**config.mk**
```make
export PLATFORM = sky130hd
export DESIGN_NAME = interrogate_gen
export DESIGN_NICKNAME = d
export VERILOG_FILES = /design/src/rtl/interrogate_gen.sv
export SDC_FILE = /design/constraint.sdc
export NUM_CORES = 1
export LEC_CHECK = 0
export ABC_AREA = 0
export BUFFER_PORTS_ARGS = -buffer_cell sky130_fd_sc_hd__buf_2
export CAP_MARGIN = 20
export CELL_PAD_IN_SITES_DETAIL_PLACEMENT = 0
export CELL_PAD_IN_SITES_GLOBAL_PLACEMENT = 1
export CORE_MARGIN = 5
export CORE_UTILIZATION = 48
export DETAILED_ROUTE_END_ITERATION = 7
export PLACE_DENSITY_LB_ADDON = 0.1
export SLEW_MARGIN = 20
export SYNTH_ARGS = -nofsm -noshare
export SYNTH_HDL_FRONTEND = slang
export SYNTH_SLANG_ARGS = --single-unit
export TNS_END_PERCENT = 10
```
**constraint.sdc**
```tcl
create_clock -name clk -period 4 [get_ports clk]
set_input_delay 0 -clock clk [delete_from_list [all_inputs] [get_ports clk]]
set_output_delay 0 -clock clk [all_outputs]
set_load 0.02 [all_outputs]
```
**src/rtl/interrogate_gen.sv**
```systemverilog
// Multi-channel interrogate generator: per-channel reference synchroniser, delayed interrogate pulse.
// Optional missing-reference watchdog compiled in with `define INTERROGATE_WATCHDOG_EN.
module interrogate_gen #(
  parameter int CHANNELS    = 2,
  parameter int DELAY_CYC   = 1593,
  parameter int PULSE_CYC   = 15,
  parameter int EDGE_MODE   = 0,
  parameter int TIMEOUT_CYC = 4096
) (
  input  logic                clk,
  input  logic                rst_n,
  input  logic [CHANNELS-1:0] ref_in,
  input  logic [CHANNELS-1:0] enable,
  output logic [CHANNELS-1:0] ref_out,
  output logic [CHANNELS-1:0] int_out,
  output logic [CHANNELS-1:0] ref_fault
);

  localparam int LOAD_CYC = DELAY_CYC + PULSE_CYC;
  localparam int CW       = $clog2(LOAD_CYC + 1);
  localparam logic [CW-1:0] LOAD_V  = CW'(LOAD_CYC);
  localparam logic [CW-1:0] PULSE_V = CW'(PULSE_CYC);

  if (DELAY_CYC < 1 || PULSE_CYC < 1 || TIMEOUT_CYC < 1) begin : g_param_check
    $error("interrogate_gen: DELAY_CYC, PULSE_CYC and TIMEOUT_CYC must all be >= 1");
  end

  logic [CHANNELS-1:0]         s1_r;
  logic [CHANNELS-1:0]         s2_r;
  logic [CHANNELS-1:0]         edge_s;
  logic [CHANNELS-1:0]         qual_s;
  logic [CHANNELS-1:0]         int_s;
  logic [CHANNELS-1:0][CW-1:0] cnt_r;
  logic [CHANNELS-1:0][CW-1:0] cnt_nxt_s;

  // Two-flop synchroniser for the asynchronous reference sign bits
  always_ff @(posedge clk or negedge rst_n) begin
    if (!rst_n) begin
      s1_r <= '0;
      s2_r <= '0;
    end else begin
      s1_r <= ref_in;
      s2_r <= s1_r;
    end
  end

  assign ref_out = s2_r;

  // Edge detect and qualification by polarity
  always_comb begin
    edge_s = s1_r ^ s2_r;
    qual_s = '0;
    case (EDGE_MODE)
      32'sd1:  qual_s = edge_s & s1_r;
      32'sd2:  qual_s = edge_s & ~s1_r;
      default: qual_s = edge_s;
    endcase
  end

  // Delay/pulse down-counter next state; a new edge always restarts the full delay
  always_comb begin
    cnt_nxt_s = '0;
    for (int i = 0; i < CHANNELS; i++) begin
      if (!enable[i]) begin
        cnt_nxt_s[i] = '0;
      end else if (qual_s[i]) begin
        cnt_nxt_s[i] = LOAD_V;
      end else if (cnt_r[i] != '0) begin
        cnt_nxt_s[i] = cnt_r[i] - CW'(1);
      end else begin
        cnt_nxt_s[i] = '0;
      end
    end
  end

  // Counter state register
  always_ff @(posedge clk or negedge rst_n) begin
    if (!rst_n) begin
      cnt_r <= '0;
    end else begin
      cnt_r <= cnt_nxt_s;
    end
  end

  // Pulse decode from the registered count so reset drops it asynchronously
  always_comb begin
    int_s = '0;
    for (int i = 0; i < CHANNELS; i++) begin
      int_s[i] = (cnt_r[i] != '0) && (cnt_r[i] <= PULSE_V);
    end
  end

  assign int_out = int_s;

`ifdef INTERROGATE_WATCHDOG_EN
  localparam int WW = $clog2(TIMEOUT_CYC + 1);
  localparam logic [WW-1:0] TIMEOUT_V = WW'(TIMEOUT_CYC);

  logic [CHANNELS-1:0][WW-1:0] wd_r;
  logic [CHANNELS-1:0][WW-1:0] wd_nxt_s;
  logic [CHANNELS-1:0]         fault_r;
  logic [CHANNELS-1:0]         fault_nxt_s;

  // Saturating edge-to-edge timer; any synchronised transition restarts it
  always_comb begin
    wd_nxt_s    = '0;
    fault_nxt_s = '0;
    for (int i = 0; i < CHANNELS; i++) begin
      if (edge_s[i]) begin
        wd_nxt_s[i] = '0;
      end else if (wd_r[i] == TIMEOUT_V) begin
        wd_nxt_s[i] = TIMEOUT_V;
      end else begin
        wd_nxt_s[i] = wd_r[i] + WW'(1);
      end
      fault_nxt_s[i] = (wd_nxt_s[i] == TIMEOUT_V);
    end
  end

  // Watchdog timer and fault flag registers
  always_ff @(posedge clk or negedge rst_n) begin
    if (!rst_n) begin
      wd_r    <= '0;
      fault_r <= '0;
    end else begin
      wd_r    <= wd_nxt_s;
      fault_r <= fault_nxt_s;
    end
  end

  assign ref_fault = fault_r;
`else
  assign ref_fault = '0;
`endif

endmodule

```
# After elaboration in Yosys (flattened, before gate mapping)
# Cells that the tools add are included.
dict set report totals {
  elab_cells 19
  input_bits 6
  reg_bits 26
  output_inout_bits 6
}
dict set report op_classes {
  n_lt_le_gt_ge 2
  bitwise 1
  reduce_logical 4
  muxes 6
  addsub 2
}
# op count
set ops {}
lappend ops {{11-bit two-way mux} 6}
lappend ops {{11-bit by 4-bit <= comparator with 1-bit output, second input constant} 2}
lappend ops {{11-bit nonzero test} 2}
lappend ops {{11-bit by 1-bit subtractor with 11-bit output, second input constant} 2}
lappend ops {{1-bit logical AND} 2}
lappend ops {{2-bit XOR} 1}

# Logic depth before layout (Yosys ltp)
# Gate-level depths: netlist of run 1.
dict set report depth {
  word_depth 4
  mapped_depth 6
  mapped_depth_nobuf 5
}

# Worst setup path after synthesis of run 1
# Ideal clock, no wire load.
dict set report synth_timing {
  kind {reg-to-reg}
  startpoint {register cnt_r[11] (netlist name)}
  endpoint {register cnt_r[13] (netlist name)}
  t_arrival_ns 1.762
  t_required_ns 3.861
  setup_ns 0.139
  slack_ns 2.099
  stages_incl_launch_ff 6
  period_less_slack_ns 1.901
  path_cell_list {dfrtp_1 -> inv_1 -> ha_1 -> or4b_2 -> o311ai_2 -> nor2_1}
}
# item line_no
set synth_rtl {}
lappend synth_rtl {{start, declared} 33} ;# logic [CHANNELS-1:0][CW-1:0] cnt_r;
lappend synth_rtl {{start signal, assigned} 81} ;# cnt_r <= cnt_nxt_s;

==> results of run 1 <==
==> cell families after synthesis <==
logic type,after synthesis,share of synthesized area
AOI/OAI and AO/OA,38,0.202
xor gates and xnor gates,7,0.0430
adders and majority gates,6,0.0526
buffers and inverters,12,0.0377
DFF,26,0.456
other,1,0.00263
and+or+nand+nor,47,0.206
==> power by group through the flow <==
stage	clock, uW	combinational (uW)	sequential, uW
2_1_floorplan	0	224	338
3_3_place_gp	0	264	349
3_5_place_dp	0	270	350
4_1_cts	186	277	346
5_1_grt	201	310	355
6_report	182	278	346
==> critical path: cells and delay by family, from the launching register on <==
family	cells	cell delay, ns
flip-flops	1	0.47
AND/OR/NAND/NOR	2	0.75
AO/OA/AOI/OAI	1	0.53
adder cells (fa/ha/maj)	1	0.19
buffers and inverters	1	0.11
==> metrics by stage <==
stage / cell area (um2) / util / worst slack (ns)
2_1_floorplan: 1430 / - / 2.10
3_3_place_gp: 1480 / 0.527 / 1.85
3_5_place_dp: 1480 / 0.527 / 1.87
4_1_cts: 1580 / 0.564 / 1.84
5_1_grt: 1580 / 0.564 / 1.64
6_report: 1580 / 0.564 / 1.83
==> layout make-up <==
| cell class | count | area (um2) | area share |
|---|---|---|---|
| Clock buffer | 3 | 22.5 | 0.0142 |
| Clock inverter | 1 | 30.0 | 0.0190 |
| Inverter | 5 | 18.8 | 0.0119 |
| Multi-Input combinational cell | 100 | 726 | 0.459 |
| Sequential cell | 26 | 651 | 0.411 |
| Tap cell | 31 | 38.8 | 0.0245 |
| Timing Repair Buffer | 14 | 95.1 | 0.0601 |
==> flip-flops by register name, summed over array words and instances (netlist names) <==
register / flops
cnt_r: 22
s1_r: 2
ref_out: 2
==> path summary, 6_finish.rpt <==
check / endpoint / slack, ns
max: cnt_r[13] / 1.83
min: cnt_r[14] / 0.18
max reg2reg: cnt_r[13] / 1.83
min reg2reg: ref_out[1] / 0.46
max in group asynchronous: cnt_r[0] / 3.43
min in group clk: s1_r[0] / 0.30
==> synthesized netlist by cell type (all sizes together) <==
cell / instances / area, um2
nor3: 3 / 15.0
nand4: 1 / 6.26
o311ai: 2 / 32.5
a21oi: 9 / 45.0
xor2: 2 / 17.5
or2: 6 / 37.5
a21bo: 2 / 20.0
xnor2: 5 / 43.8
o31ai: 6 / 45.0
nor4b: 2 / 17.5
inv: 5 / 18.8
o211a: 1 / 10.0
o21ai: 4 / 20.0
a211oi: 1 / 7.51
nor4: 2 / 12.5
or4: 7 / 52.6
clkbuf: 4 / 15.0
o41ai: 2 / 17.5
o32ai: 1 / 8.76
buf: 3 / 20.0
a221o: 1 / 10.0
or3: 8 / 50.1
o31a: 5 / 43.8
a21boi: 1 / 7.51
dfrtp: 26 / 651
ha: 6 / 75.1
conb: 1 / 3.75
or4b: 4 / 40.0
nor3b: 1 / 7.51
and4b: 1 / 10.0
o211ai: 1 / 7.51
nand2: 1 / 3.75
nor2: 11 / 41.3
a31oi: 2 / 12.5
==> routing by layer <==
layer	wire, um	share of wire	vias to the layer above	track usage
met5	0	0	-	0
met4	28	0.010	0	0.0501
met3	156	0.056	4	0.0276
met2	1210	0.43	25	0.215
met1	1390	0.50	557	0.215
li1	-	-	544	-
==> out/results.txt, run 1 <==
status = finished clean
flops & latches, synth = 26
Reg power frac = 0.430
CP max stage delay = 0.65 ns
final setup fails = 0
starting density of the core = 0.508
most frequent cells in the layout = 26 x dfrtp_1, 11 x nor2_1, 9 x a21oi_1, 9 x buf_2, 8 x or3_1
Port Buf Inserts = 9
die height = 64.5 um
Post-Layout Cell Count = 180
GRT Overall Usage = 0.146
Pre-antenna DRT Iters = 4
unrepaired setup endpoints after global routing = false
Clk pin slew, worst setup/hold paths = 0.15 ns
initial drt markers = 93
clk_skew = 0.00597 ns
Max-Cap Viols = 0
largest net degree at the start of global routing = 27
Slew Limit Fails = 0
n_diodes = 0
Post-Syn Area = 1430 um2
CTS max path bufs = 2
PostCTS Resize Cnt = 0
crit path cell chain = inv_1, ha_1, or4b_2, o311ai_2, nor2_1
worst path arrival time = 2.38 ns
final WL = 2.79 mm
crit path time final = 2.17 ns
CP Capture Type = flip-flop
most common cell after layout, fill and taps aside = dfrtp_1
CTS Hold Bufs = 5
post-detailed-route count of antenna-violating nets = 0
grt ovf = 0
DR vias/cell = 6.28
nets = 162
number of distinct library cells after synthesis = 36
post-DP HPWL = 1.97 mm
Leak Pwr = 0.000693 uW
Final Hold Fails = 0
syn avg cell area = 10.4 um2
Skew-Pair Late Insertion Delay = 0.32 ns
CORE AREA = 2810 um2
GPL Wtd Cong = 0.840
routed wire length per instance = 15.5 um
Post-Syn Instances = 137
crit start category = flip-flop
r2r startpoint = cnt_r[11]
global-route wire length before repair = 4.80 mm
Slew @ Worst Pin = 0.580 ns
total number of vias = 1,130
number of H-tree levels = 1
Worst Hold Class = primary input to async pin
fill count = 246
vias in the first global route = 1,028
slowest CP cell = or4b_2
Tot Pwr = 806 uW
Post-Route Setup TNS = 0 ns
Layout area overhead = 10.9%
FF-to-FF path depth = 5
setup bufs post-CTS = 0
synth warn = 0
Clock Sinks = 26
chip width = 64.5 um
TritonCTS clock tree = built
worst-path fanout max = 7
clock power share = 0.226
Psw = 285 uW
floorplan row count = 19
WS Path Type = flip-flop to flip-flop
Switching Share = 0.353
initial antenna violation count = 0
pwr/cell area = 510 nW/um2
Inst Count DP = 171
internal power = 521 uW
# DRC = 0
layout cells sized above 1 = 0.168
Peak VDD IR = 0.281 mV
CTS buffer count = 3
Combinational Power Share = 0.345
# IOs = 12
die area = 4160 um2
Worst Setup SP = cnt_r[11]
CTS root buf = clkbuf_4
Rel. slew slack = 0.613
critical path data required time = 4.21 ns
crit share post-route = 0.542
WHS = 0.184 ns
f_max = 0.462 GHz
sequential-to-total area share from yosys stat = 0.456
Power figures use the tool's default switching activity.
==> run 2: changes to the inputs <==
CORE_UTILIZATION = 46   (was 48)
clock period = 2.1 ns   (was 4 ns; I/O delays follow)
==> out/results.txt, run 2 (same netlist as run 1, synthesis figures left out) <==
status = finished clean
CTS root buf = clkbuf_4
most frequent cells in the layout = 25 x dfrtp_1, 11 x nor2_1, 9 x a21oi_1, 9 x buf_2, 8 x or3_1
TritonCTS clock tree = built
unrepaired setup endpoints after global routing = false
Slew @ Worst Pin = 0.598 ns (+0.0173 ns)
clk_skew = 0.00205 ns (-0.00392 ns)
global-route wire length before repair = 5.26 mm (+9.5%)
max reg flops = 22 (unchanged)
# DRC = 0 (unchanged)
Max-Cap Viols = 0 (unchanged)
floorplan row count = 20 (+1)
crit path time final = 1.95 ns (-0.214 ns)
CORE AREA = 3000 um2 (+7.0%)
FF-to-FF path depth = 3 (-2)
worst-path fanout max = 8 (+1)
initial antenna violation count = 0 (unchanged)
starting density of the core = 0.475 (-0.0335)
final WL = 2.97 mm (+6.7%)
total number of vias = 1,149 (+1.7%)
nets = 169 (+4.3%)
final setup fails = 0 (unchanged)
chip width = 65.7 um (+1.8%)
pwr/cell area = 921 nW/um2 (+81%)
number of H-tree levels = 1 (unchanged)
Leak Pwr = 0.000731 uW (+5.3%)
layout cells sized above 1 = 0.231 (+0.0630)
most common cell after layout, fill and taps aside = dfrtp_1
Final Hold Fails = 0 (unchanged)
critical path data required time = 2.36 ns (-1.85 ns)
crit start category = flip-flop
crit share post-route = 0.930 (+0.388)
initial drt markers = 97 (+4.3%)
Pre-antenna DRT Iters = 4 (unchanged)
grt ovf = 0 (unchanged)
Port Buf Inserts = 9 (unchanged)
Worst Hold Class = primary input to async pin
n_diodes = 0 (unchanged)
Rel. slew slack = 0.602 (-0.0115)
Setup WS pre-CTS = 0.0756 ns (-1.79 ns)
setup bufs post-CTS = 0 (unchanged)
Peak VDD IR = 0.398 mV (+42%)
WS Path Type = flip-flop to flip-flop
# IOs = 12 (unchanged)
Layout area overhead = 16.0%
fill count = 265 (+7.7%)
Tot Pwr = 1520 uW (+89%)
CTS max path bufs = 2 (unchanged)
CP Capture Type = flip-flop
CTS buffer count = 3 (unchanged)
largest net degree at the start of global routing = 27 (unchanged)
post-detailed-route count of antenna-violating nets = 0 (unchanged)
GRT Overall Usage = 0.156 (+0.00980)
worst path arrival time = 2.22 ns (-0.16 ns)
r2r startpoint = cnt_r[7]
vias in the first global route = 1,146 (+11%)
R2R setup slack = 0.15 ns (-1.69 ns)
die height = 65.7 um (+1.8%)
Skew-Pair Late Insertion Delay = 0.33 ns (about the same)
Post-Route Setup TNS = 0 ns (unchanged)
routed wire length per instance = 15.7 um (+1.6%)
Clk pin slew, worst setup/hold paths = 0.15 ns (about the same)
post-DP HPWL = 2.06 mm (+4.5%)
f_max = 0.512 GHz (+11%)
DR vias/cell = 6.08 (-3.2%)
Slew Limit Fails = 0 (unchanged)
post-layout worst setup margin = 0.147 ns (-1.69 ns)
die area = 4310 um2 (+3.7%)
WHS = 0.187 ns (+0.00327 ns)
Clock Sinks = 26 (unchanged)
GPL Wtd Cong = 0.771 (-8.2%)
Largest Register = cnt_r
R2R Path End = cnt_r[9]
[run 2: cell types whose count changed in the layout (fill, tap and decap cells not counted), sizes merged]
cell / before / now
buf: 9 / 16
clkbuf: 3 / 4
bufinv: 1 / 0
[run 2: power breakdown]
part	total [uW]	leakage [uW]	internal, uW	switching [uW]
sequential	662	0.000334	573	88.8
combinational	598	0.000375	275	323
clock	265	0.0000210	106	158
[run 2: worst max path at each step]
stage,from,to,cells after the start
after floorplan,cnt_r[11],cnt_r[13],5
after global placement,cnt_r[12],cnt_r[20],6
after detailed placement,cnt_r[12],cnt_r[20],6
after CTS,cnt_r[12],cnt_r[20],6
after global routing,cnt_r[12],cnt_r[17],6
final,cnt_r[7],cnt_r[9],3
[run 2: area by class of cell]
class | count | area [um2] | share of cell area
multi-input combinational | 100 | 758 | 0.458
sequential | 26 | 652 | 0.394
inverter | 5 | 18.8 | 0.0113
tap | 33 | 41.3 | 0.0250
clock buffer | 4 | 36.3 | 0.0219
timing repair buffer | 21 | 148 | 0.0893
[run 2: routing by layer]
metal  part of all wire  track usage  up-vias
li1                   -            -      556
met1               0.50        0.225      575
met2               0.46        0.232       13
met3              0.023       0.0222        5
met4              0.015       0.0622        0
met5                  0            0        -
[run 2: through the flow]
step | utilization | instance area, um2 | std cells
3_5_place_dp | 0.511 | 1530 | 180
2_1_floorplan | - | 1430 | 138
4_1_cts | 0.540 | 1620 | 189
5_1_grt | 0.551 | 1650 | 189
3_3_place_gp | 0.511 | 1530 | 180
6_report | 0.551 | 1650 | 189
[run 2: worst max-delay path, cell delays in order, from the launching register on]
cell	delay [ns]
dfrtp_1	0.44
or4_1	0.72
or4_1	0.56
a31oi_1	0.17
[run 2: timing repair]
item | in CTS | in global routing
resized for setup | 0 | 7
setup endpoints to repair | 0 | 18
endpoints found under the hold margin | 34 | 0
hold buffers | 5 | 0
==> run 3: changes to the inputs <==
CORE_UTILIZATION = 48   (was 46)
clock period = 2.5 ns   (was 2.1 ns; I/O delays follow)
==> out/results.txt, run 3 (same netlist as run 1, synthesis figures left out) <==
status = finished clean
R2R Path End = cnt_r[13]
most common cell after layout, fill and taps aside = dfrtp_1
GPL Wtd Cong = 0.841 (+9.0%)
die height = 64.5 um (-1.8%)
die area = 4160 um2 (-3.5%)
internal power = 834 uW (-12%)
Reg power frac = 0.430 (-0.004)
Port Buf Inserts = 9 (unchanged)
WS Path Type = flip-flop to flip-flop
GRT Overall Usage = 0.145 (-0.0104)
Combinational Power Share = 0.346 (-0.046)
fin area = 1580 um2 (-4.4%)
post-layout util = 0.564 (+0.0129)
DR vias/cell = 6.34 (+4.3%)
post-detailed-route count of antenna-violating nets = 0 (unchanged)
CTS root buf = clkbuf_4
worst-path fanout max = 7 (-1)
Skew-Pair Late Insertion Delay = 0.32 ns (about the same)
crit path cell chain = inv_1, ha_1, or4b_2, o311ai_2, nor2_1
GR peak layer = met1
Max-Cap Viols = 0 (unchanged)
initial antenna violation count = 0 (unchanged)
Psw = 455 uW (-20%)
Largest Register = cnt_r
Rel. slew slack = 0.605 (+0.00362)
CTS buffer count = 3 (unchanged)
Slew Limit Fails = 0 (unchanged)
initial drt markers = 115 (+19%)
vias in the first global route = 1,048 (-8.6%)
Leak Pwr = 0.000693 uW (-5.1%)
FF-to-FF path depth = 5 (+2)
# IOs = 12 (unchanged)
grt ovf = 0 (unchanged)
total number of vias = 1,141 (-0.70%)
crit share post-route = 0.871 (-0.0586)
most frequent cells in the layout = 26 x dfrtp_1, 11 x nor2_1, 9 x a21oi_1, 9 x buf_2, 8 x or3_1
Clock Sinks = 26 (unchanged)
global-route wire length before repair = 4.80 mm (-8.7%)
number of H-tree levels = 1 (unchanged)
met3 usage = 0.0276 (+0.00541)
Pre-antenna DRT Iters = 4 (unchanged)
chip width = 64.5 um (-1.8%)
final WL = 2.79 mm (-6.1%)
pwr/cell area = 815 nW/um2 (-11%)
crit path time final = 2.18 ns (+0.225 ns)
CORE AREA = 2810 um2 (-6.6%)
Switching Share = 0.353 (-0.0213)
final setup fails = 0 (unchanged)
unrepaired setup endpoints after global routing = false
setup bufs post-CTS = 0 (unchanged)
largest net degree at the start of global routing = 27 (unchanged)
R2R setup slack = 0.32 ns (+0.17 ns)
Worst Hold Class = primary input to async pin
critical path data required time = 2.71 ns (+0.35 ns)
slowest CP cell = or4b_2
crit start category = flip-flop
Peak VDD IR = 0.445 mV (+12%)
starting density of the core = 0.508 (+0.0335)
Post-Route Setup TNS = 0 ns (unchanged)
routed wire length per instance = 15.5 um (-1.4%)
CTS max path bufs = 2 (unchanged)
nets = 162 (-4.1%)
grt met2 use = 0.211 (-0.0202)
clk_skew = 0.00936 ns (+0.00731 ns)
Clk pin slew, worst setup/hold paths = 0.15 ns (about the same)
CP Capture Type = flip-flop
GR Util met1 = 0.216 (-0.00912)
Placed Instance Area = 1480 um2 (-3.6%)
Top delay family on crit path = simple AND/OR/NAND/NOR gates
TritonCTS clock tree = built
Slew @ Worst Pin = 0.591 ns (-0.00638 ns)
floorplan row count = 19 (-5.0%)
worst path arrival time = 2.39 ns (+0.17 ns)
max reg flops = 22 (unchanged)
layout cells sized above 1 = 0.168 (-0.0630)
post-DP HPWL = 1.97 mm (-4.6%)
Tot Pwr = 1290 uW (-15%)
CP max stage delay = 0.65 ns (-0.07 ns)
Final Hold Fails = 0 (unchanged)
r2r startpoint = cnt_r[11]
clock power share = 0.224 (+0.050)
# DRC = 0 (unchanged)
f_max = 0.459 GHz (-10%)
n_diodes = 0 (unchanged)
WP buf/inv = 1 (+1)
Layout area overhead = 10.9%
[run 3: repair_timing]
action,in CTS,in global routing
endpoints found under the hold margin,36,0
resized for setup,0,0
hold buffers,5,0
[run 3: worst max path at each step]
stage / cells past startpoint / end / slack, ns / startpoint
floorplan: 5 / cnt_r[13] / 0.60 / cnt_r[11]
finish: 5 / cnt_r[13] / 0.32 / cnt_r[11]
global placement: 5 / cnt_r[2] / 0.35 / cnt_r[0]
global route: 5 / cnt_r[2] / 0.18 / cnt_r[0]
CTS: 5 / cnt_r[2] / 0.34 / cnt_r[0]
detailed placement: 5 / cnt_r[2] / 0.38 / cnt_r[0]
[run 3: power groups by stage]
stage	sequential (uW)	combinational [uW]	clock, uW
finish	554	446	289
global route	568	499	319
CTS	553	444	297
detailed placement	561	433	0
global placement	559	423	0
floorplan	541	359	0
[run 3: per-stage QoR]
stage	hold slack [ns]	worst slack, ns	std cells
finish	0.185	0.322	180
global route	0.219	0.183	180
CTS	0.208	0.341	180
detailed placement	0.0329	0.377	171
global placement	0.0324	0.351	171
floorplan	-0.296	0.599	138
[run 3: layout make-up]
| class | count | area (um2) |
|---|---|---|
| clock buffers | 3 | 22.5 |
| clock inverters | 1 | 30.0 |
| fillers | 246 | 1220 |
| inverters | 5 | 18.8 |
| multi-input cells | 100 | 726 |
| flip-flops and latches | 26 | 651 |
| well taps | 31 | 38.8 |
| repair buffers | 14 | 95.1 |
[run 3: routing by layer]
| metal | wire, um | up-vias |
|---|---|---|
| met5 | 0 | - |
| met3 | 130 | 4 |
| met2 | 1210 | 25 |
| met1 | 1420 | 571 |
| li1 | - | 541 |
| met4 | 28 | 0 |
